### config.mk
export PLATFORM = sky130hd
export DESIGN_NAME = wb_stage
export DESIGN_NICKNAME = d
export VERILOG_FILES = /design/src/rtl/wb_stage.sv
export SDC_FILE = /design/constraint.sdc
export NUM_CORES = 1
export LEC_CHECK = 0
export BUFFER_PORTS_ARGS = -buffer_cell sky130_fd_sc_hd__buf_4
export CAP_MARGIN = 20
export CORE_MARGIN = 2
export CORE_UTILIZATION = 40
export CTS_CLUSTER_SIZE = 10
export DETAILED_ROUTE_END_ITERATION = 7
export HOLD_SLACK_MARGIN = 0.08
export PLACE_DENSITY = 0.66
export SYNTH_ARGS = -nofsm -noshare
export SYNTH_HDL_FRONTEND = slang
export SYNTH_SLANG_ARGS = --single-unit
export TNS_END_PERCENT = 30
### constraint.sdc
create_clock -name clk -period 1.8 [get_ports clk]
set_input_delay 0.09 -clock clk [delete_from_list [all_inputs] [get_ports clk]]
set_output_delay 0.09 -clock clk [all_outputs]
set_load 0.03 [all_outputs]
### src/rtl/wb_stage.sv
// wb_stage -- writeback stage feeding the GPR file write port.
//
// Accepts retiring instructions from EXU over in_valid/in_ready. Non-loads
// write in_alu_result one cycle after transfer. Loads wait in WAIT_MEM for
// the memory read response, then lane-select and extend it according to
// funct3 before writing. Every retiring instruction produces one
// commit_valid pulse, whether or not it writes a register.
//
// Parameters
//   TIMEOUT_CYCLES : WAIT_MEM cycles before a load is abandoned.
//                    This parameter is used only when WB_TIMEOUT_EN is defined.
//
// Optional feature macro
//   WB_TIMEOUT_EN  : when defined, a load that waits TIMEOUT_CYCLES cycles
//                    without mem_rvalid is dropped, and err_timeout is set.
//                    err_timeout stays set until rst. When the macro is
//                    undefined, WAIT_MEM waits indefinitely and err_timeout
//                    is tied to 0.
//
// Ports
//   clk, rst                 clock; synchronous active-high reset
//   in_valid/in_ready        EXU handshake
//   in_rd, in_wen            destination register and write enable
//   in_is_load, in_funct3,   load select, load type, and address bits [1:0]
//   in_addr_lo
//   in_alu_result, in_pc     non-load result and instruction PC
//   mem_rvalid/mem_rready,   memory read response handshake and data
//   mem_rdata
//   RegWEn, addr_towrite,    regfile write port (one-cycle write in WRITE)
//   data_towrite
//   commit_valid, commit_pc  retire pulse and PC
//   err_timeout              sticky load-timeout flag
module wb_stage #(
  parameter int unsigned TIMEOUT_CYCLES = 1024
) (
  input  logic        clk,
  input  logic        rst,
  input  logic        in_valid,
  output logic        in_ready,
  input  logic [4:0]  in_rd,
  input  logic        in_wen,
  input  logic        in_is_load,
  input  logic [2:0]  in_funct3,
  input  logic [1:0]  in_addr_lo,
  input  logic [31:0] in_alu_result,
  input  logic [31:0] in_pc,
  input  logic        mem_rvalid,
  input  logic [31:0] mem_rdata,
  output logic        mem_rready,
  output logic        RegWEn,
  output logic [4:0]  addr_towrite,
  output logic [31:0] data_towrite,
  output logic        commit_valid,
  output logic [31:0] commit_pc,
  output logic        err_timeout
);

  typedef enum logic [1:0] {
    S_IDLE,
    S_WAIT_MEM,
    S_WRITE
  } state_t;

  state_t state, state_nx;

  logic [4:0]  ld_rd;
  logic        ld_wen;
  logic [2:0]  ld_funct3;
  logic [1:0]  ld_addr_lo;
  logic [31:0] ld_pc;

  logic xfer;
  logic alu_xfer;
  logic load_done;
  logic timeout_hit;

  function automatic logic [31:0] load_format(input logic [2:0]  f3,
                                              input logic [1:0]  alo,
                                              input logic [31:0] word);
    logic [7:0]  b;
    logic [15:0] h;
    logic [31:0] shifted;
    shifted = word >> {alo, 3'b000};
    b = shifted[7:0];
    // Half-word lane uses only addr bit 1; misaligned halves are not trapped.
    h = alo[1] ? word[31:16] : word[15:0];
    case (f3)
      3'b000:  load_format = {{24{b[7]}}, b};
      3'b100:  load_format = {24'h000000, b};
      3'b001:  load_format = {{16{h[15]}}, h};
      3'b101:  load_format = {16'h0000, h};
      default: load_format = word;
    endcase
  endfunction

  assign in_ready   = (state == S_IDLE) || (state == S_WRITE);
  assign mem_rready = (state == S_WAIT_MEM);
  assign xfer       = in_valid && in_ready;
  assign alu_xfer   = xfer && !in_is_load;
  assign load_done  = (state == S_WAIT_MEM) && mem_rvalid;

`ifdef WB_TIMEOUT_EN
  localparam int unsigned CNT_W = (TIMEOUT_CYCLES > 1) ? $clog2(TIMEOUT_CYCLES) : 1;

  logic [CNT_W-1:0] wait_cnt;

  // The expiry cycle is the one in which the count would reach
  // TIMEOUT_CYCLES. A response in that same cycle still completes normally.
  assign timeout_hit = (state == S_WAIT_MEM) && !mem_rvalid &&
                       (wait_cnt == CNT_W'(TIMEOUT_CYCLES - 1));

  always_ff @(posedge clk) begin
    if (rst) begin
      wait_cnt    <= '0;
      err_timeout <= 1'b0;
    end else begin
      if (xfer && in_is_load)
        wait_cnt <= '0;
      else if ((state == S_WAIT_MEM) && !mem_rvalid)
        wait_cnt <= wait_cnt + 1'b1;
      if (timeout_hit)
        err_timeout <= 1'b1;
    end
  end
`else
  assign timeout_hit = 1'b0;
  assign err_timeout = 1'b0;
`endif

  always_comb begin
    state_nx = state;
    case (state)
      S_IDLE, S_WRITE: begin
        if (xfer)
          state_nx = in_is_load ? S_WAIT_MEM : S_WRITE;
        else
          state_nx = S_IDLE;
      end
      S_WAIT_MEM: begin
        if (mem_rvalid)
          state_nx = S_WRITE;
        else if (timeout_hit)
          state_nx = S_IDLE;
      end
      default: state_nx = S_IDLE;
    endcase
  end

  // The write-port outputs are registers, loaded on the edge that enters
  // WRITE. They therefore hold their last values outside WRITE, even while
  // a later load is waiting in WAIT_MEM.
  always_ff @(posedge clk) begin
    if (rst) begin
      state        <= S_IDLE;
      ld_rd        <= '0;
      ld_wen       <= 1'b0;
      ld_funct3    <= '0;
      ld_addr_lo   <= '0;
      ld_pc        <= '0;
      RegWEn       <= 1'b0;
      addr_towrite <= '0;
      data_towrite <= '0;
      commit_valid <= 1'b0;
      commit_pc    <= '0;
    end else begin
      state        <= state_nx;
      RegWEn       <= 1'b0;
      commit_valid <= 1'b0;
      if (xfer) begin
        ld_rd      <= in_rd;
        ld_wen     <= in_wen;
        ld_funct3  <= in_funct3;
        ld_addr_lo <= in_addr_lo;
        ld_pc      <= in_pc;
      end
      if (alu_xfer) begin
        RegWEn       <= in_wen && (in_rd != 5'd0);
        addr_towrite <= in_rd;
        data_towrite <= in_alu_result;
        commit_valid <= 1'b1;
        commit_pc    <= in_pc;
      end else if (load_done) begin
        RegWEn       <= ld_wen && (ld_rd != 5'd0);
        addr_towrite <= ld_rd;
        data_towrite <= load_format(ld_funct3, ld_addr_lo, mem_rdata);
        commit_valid <= 1'b1;
        commit_pc    <= ld_pc;
      end
    end
  end

endmodule

# Word-level counts from Yosys, hierarchy flattened
# Cells that the tools add are included.
[word_totals]
regBits = 116
output_inout_bits = 74
[classes]
eq_ne = 6
shift = 1
muxes = 16
n_reduce_logical = 13
[op_table]
columns = ["cell", "n"]
rows = [
  ["$mux 32", 4],
  ["$pmux 32 s4", 1],
  ["$shr 32x5->8", 1],
  ["$mux 16", 1],
  ["$mux 5", 2],
  ["$reduce_bool 5->1", 2],
  ["$eq 3x3->1 const B", 2],
  ["$mux 2", 3],
  ["$logic_and 1x1->1", 5],
  ["$mux 1", 4],
  ["$pmux 2 s2", 1],
  ["$eq 3x1->1 const B", 1],
  ["$logic_not 3->1", 1],
  ["$eq 2x1->1 const B", 1],
  ["$eq 2x2->1 const B", 1],
  ["$logic_not 2->1", 1],
  ["$ne 2x2->1 const B", 1],
  ["$reduce_bool 2->1", 1],
  ["$reduce_or 2->1", 1],
  ["$logic_not 1->1", 1],
  ["$logic_or 1x1->1", 1],
]

# Logic depth before layout (Yosys ltp)
[depth]
ltp_word = 5
ltp_mapped = 6
depth_no_buf = 4

# Worst setup path after synthesis
# OpenSTA, ideal clock, no wires.
[synth_path]
path_type = "reg2reg"
startpoint = "register ld_addr_lo[0]"
endpoint = "register data_towrite[18]"
setup_ns = 0.122
arrival_ns = 1.657
t_required_ns = 1.678
setup_slack_ns = 0.021
stages_incl_launch_ff = 7
n_path_buf = 2
synth_period_minus_slack_ns = 1.779
path_cell_list = "dfxtp_1 -> buf_6 -> mux2_2 -> mux4_2 -> a21oi_4 -> buf_6 -> a21oi_1"
[synth_between]
elab_chain_cells = 4
[synth_rtl]
columns = ["item", "line", "source"]
rows = [
  ["from (decl)", "69", "logic [1:0] ld_addr_lo;"],
  ["from (signal assigned)", "173", "ld_addr_lo <= in_addr_lo;"],
  ["$shr 32x5->8", "83", "shifted = word >> {alo, 3'b000};"],
  ["$pmux 32 s4", "87", "case (f3)"],
  ["$mux 32", "182", "end else if (load_done) begin"],
  ["$mux 32", "176", "if (alu_xfer) begin"],
  ["to (signal assigned)", "179", "data_towrite <= in_alu_result;"],
  ["to (signal assigned)", "185", "data_towrite <= load_format(ld_funct3, ld_addr_lo, mem_rdata);"],
  ["to (decl)", "52", "output logic [31:0] data_towrite,"],
]
# No other way between the ends. The select of a mux whose other input is x is not followed.
# A chain may end at the register's enable or synchronous reset.

# Worst setup path after layout
[layout_path]
startpoint = "register ld_addr_lo[0]"
endpoint = "register data_towrite[27]"
# The elaborated chain is that of the path after synthesis.

==> metrics <==
status=complete, no violations; slew margin rel.=about three fifths; crit path cell chain=mux2_2, mux4_2, buf_4, a21oi_1, o2bb2ai_1; Slew Limit Fails=0; chip width=between 100 and 150 um; number of synthesis warnings=0; share of layout cells above drive strength 1=~29%; Ports=between 150 and 200; Pleak=3.51 nW; syn_nets=around 720; max frequency=0.578 GHz; Cell Rows=40; Area growth syn-to-layout=66.1%; Hold Path Class=primary input to flop; clock share of power=between 40% and 50%; DIE HEIGHT=115 um; Crit Path Max Fanout=4; antenna violations before repair=0; Req. time, crit path=between 2000 and 2500 ps; WP data arrival=roughly 2000 ps; Post-synth ARST share=0%; Layout fillers=942; vias in the first global route=roughly 5700; Tmin final=between 1500 and 2000 ps; All-Layer GR Usage=between 20% and 30%; 1st-iter DRT viols=approximately 380; # port buffers=around 180; hold slack=106 ps; DR vias=between 5000 and 6000; Yosys top cell by area=dfxtp_1; Initial Util=between 40% and 50%; Critical Path Max Stage Delay=just over 500 ps; H-tree depth=4; Seq/Total Area, Yosys=a little under half; CTS tree=built; Routability Congestion=0.965; Cell Int Power=5.54 mW; Post-synth top flop=dfxtp_1; Post-DP HPWL=~12000 um; first-pass GRT wire length=28000 um; Avg WL per Cell=around 17 um; Antenna diodes=0; Worst-Skew Late Latency=410 ps; WL final=~18000 um; CP Launch Type=flop; final hold vios=0; Max Cap Viol=0; drt drc=0; share of the synthesized area in the top cell type=a little under half; post-synth cell types=42; synthesized area=just under 5000 um^2; total core area=around 12000 um^2; Crit. End Element=flop; Sequential Power Share=37.5%; Detail Route Antenna Nets=0; PwrDens=between 900 and 1000 nW/um^2; number of enable flip-flop cells after synthesis=0; CTS root buf=clkbuf_16; Clock transition at path regs=50 ps; deepest clock path buffer count=2; number of CTS-inserted buffers=17; Critical Path Slowest Stage Cell=mux4_2; Mean Syn Cell Area=approximately 8.1 um^2; skew final=roughly 7.4 ps; Clock Sinks=around 120; Setup CP Type=flop to flop; Worst Tran Pin Value=approximately 590 ps; die area=around 13000 um^2; largest cells by area after synthesis=dfxtp_1 47%, nand2_1 8.8%, a21oi_1 7.6%; Via density=5.37; #FFs+latches synth=about 120; Mapped Cells=between 600 and 700; grt total ovfl=0; fin util=68.3%; sw frac=27.8%; DRT Pass-1 Iters=5; worst vdd ir=between 0.0006 and 0.0007 V; final-stage net count=roughly 1000; sw power=~2.1 mW; combinational share of power=a little over a fifth; period utilisation layout=between 90% and 100%; Setup violations, final=0; largest net degree at the start of global routing=45
[path summary, 6_finish.rpt]
kind / startpoint / endpoint / slack (ps) / cells after the start
setup / recovery: ld_addr_lo[0]$_SDFFE_PP0P_ / data_towrite[27]$_SDFFE_PP0P_ / 70 / 5
hold / removal: mem_rdata[13] / data_towrite[13]$_SDFFE_PP0P_ / 110 / 4
setup reg to reg: ld_addr_lo[0]$_SDFFE_PP0P_ / data_towrite[27]$_SDFFE_PP0P_ / 70 / 5
hold reg to reg: ld_pc[2]$_SDFFE_PP0P_ / ld_pc[2]$_SDFFE_PP0P_ / 460 / 2
[state kept, by name, indices dropped and copies added (netlist names)]
| signal | flops |
|---|---|
| ld_pc | 32 |
| data_towrite | 32 |
| commit_valid | 1 |
| ld_wen | 1 |
| state | 2 |
| commit_pc | 32 |
| ld_rd | 5 |
| ld_addr_lo | 2 |
| addr_towrite | 5 |
| ld_funct3 | 3 |
| RegWEn | 1 |
[layout by cell type (no fill, tap or decap), types with 4 or more instances in the layout]
cell,count
a22oi_1,16
clkinv_2,5
o21a_1,4
o221ai_1,22
a21oi_2,5
nor2b_1,4
clkbuf_8,4
o2bb2ai_1,12
buf_12,4
buf_4,206
o21ai_0,5
nor3_1,35
dlygate4sd3_1,105
o211ai_1,6
nor2_1,43
nand2_1,115
nand3_1,10
mux2i_1,6
o22ai_1,38
clkbuf_16,17
and3b_1,5
inv_1,10
a211o_1,4
a21oi_1,71
dfxtp_1,115
[per-layer routing]
metal | global-route usage, % | routed length [um] | vias to the layer above
li1 | - | - | 2755
met1 | 31.4 | 7150 | 2709
met2 | 46.2 | 8940 | 246
met3 | 5.59 | 1150 | 56
met4 | 14.0 | 683 | 0
met5 | 0 | 0 | -
[synthesized netlist by cell type (all sizes together) (4+ instances only)]
cell     number
a211o         4
a21oi        77
a22oi        16
and3b         5
buf          17
clkbuf       38
dfxtp       116
inv          10
mux2i         6
nand2       116
nand3        10
nor2         45
nor2b         5
nor3         35
o211ai        6
o21a          4
o21ai         5
o221ai       22
o22ai        38
o2bb2ai      12
[per-stage QoR]
| step | setup TNS [ps] | cells | area (um^2) | worst slack (ps) | power, mW |
|---|---|---|---|---|---|
| after floorplan | 0 | 611 | 4960 | 20.9 | 3.70 |
| after detailed placement | -526 | 935 | 6580 | -59.2 | 4.33 |
| after global routing | -15.7 | 1073 | 8240 | -8.78 | 7.97 |
| final | 0 | 1073 | 8240 | 71.3 | 7.67 |
| after CTS | 0 | 1073 | 8210 | 5.10 | 7.69 |
| after global placement | -1.77 | 935 | 6580 | -1.77 | 4.31 |
[logic make-up (layout without fill, tap and decap cells)]
logic type      count (synthesis)  in the layout  synth area share, %
mux                            10             10                 2.34
buf+inv                        65            359                 5.39
other cells                     1              1               0.0756
simple gates                  224            224                 19.5
flops                         116            116                 46.8
compound gates                195            195                 25.9
[worst max-delay path, delay by kind of cell, from the launching register on]
kind | cells | cell delay, ps
buffers and inverters | 1 | 180
AOI/OAI and AO/OA | 2 | 220
DFF | 1 | 360
muxes | 2 | 850
[timing repair]
action | 4_1_cts | 5_1_grt
hold endpoints to repair | 115 | 0
hold buffers | 105 | 0
pin swaps | 1 | 0
buffers inserted | 1 | 0
resized for setup | 0 | 10
setup endpoints to repair | 12 | 33
cloned | 0 | 0
[cell type report]
| cell class | instances | area, um^2 | area share, % |
|---|---|---|---|
| timing repair buffer | 317 | 2700 | 32.8 |
| multi-input combinational | 430 | 2400 | 29.2 |
| sequential | 116 | 2330 | 28.2 |
| clock buffer | 23 | 488 | 5.92 |
| tap | 168 | 210 | 2.55 |
| clock inverter | 9 | 77.6 | 0.941 |
| inverter | 10 | 37.5 | 0.455 |
[power groups by stage]
stage	clock network (mW)	logic (mW)	registers (mW)
finish	3.17	1.63	2.88
global route	3.33	1.74	2.89
CTS	3.21	1.60	2.87
detailed placement	0	1.41	2.92
global placement	0	1.39	2.92
floorplan	0	0.548	3.15
No activity file was read; power rests on OpenSTA's default activity.
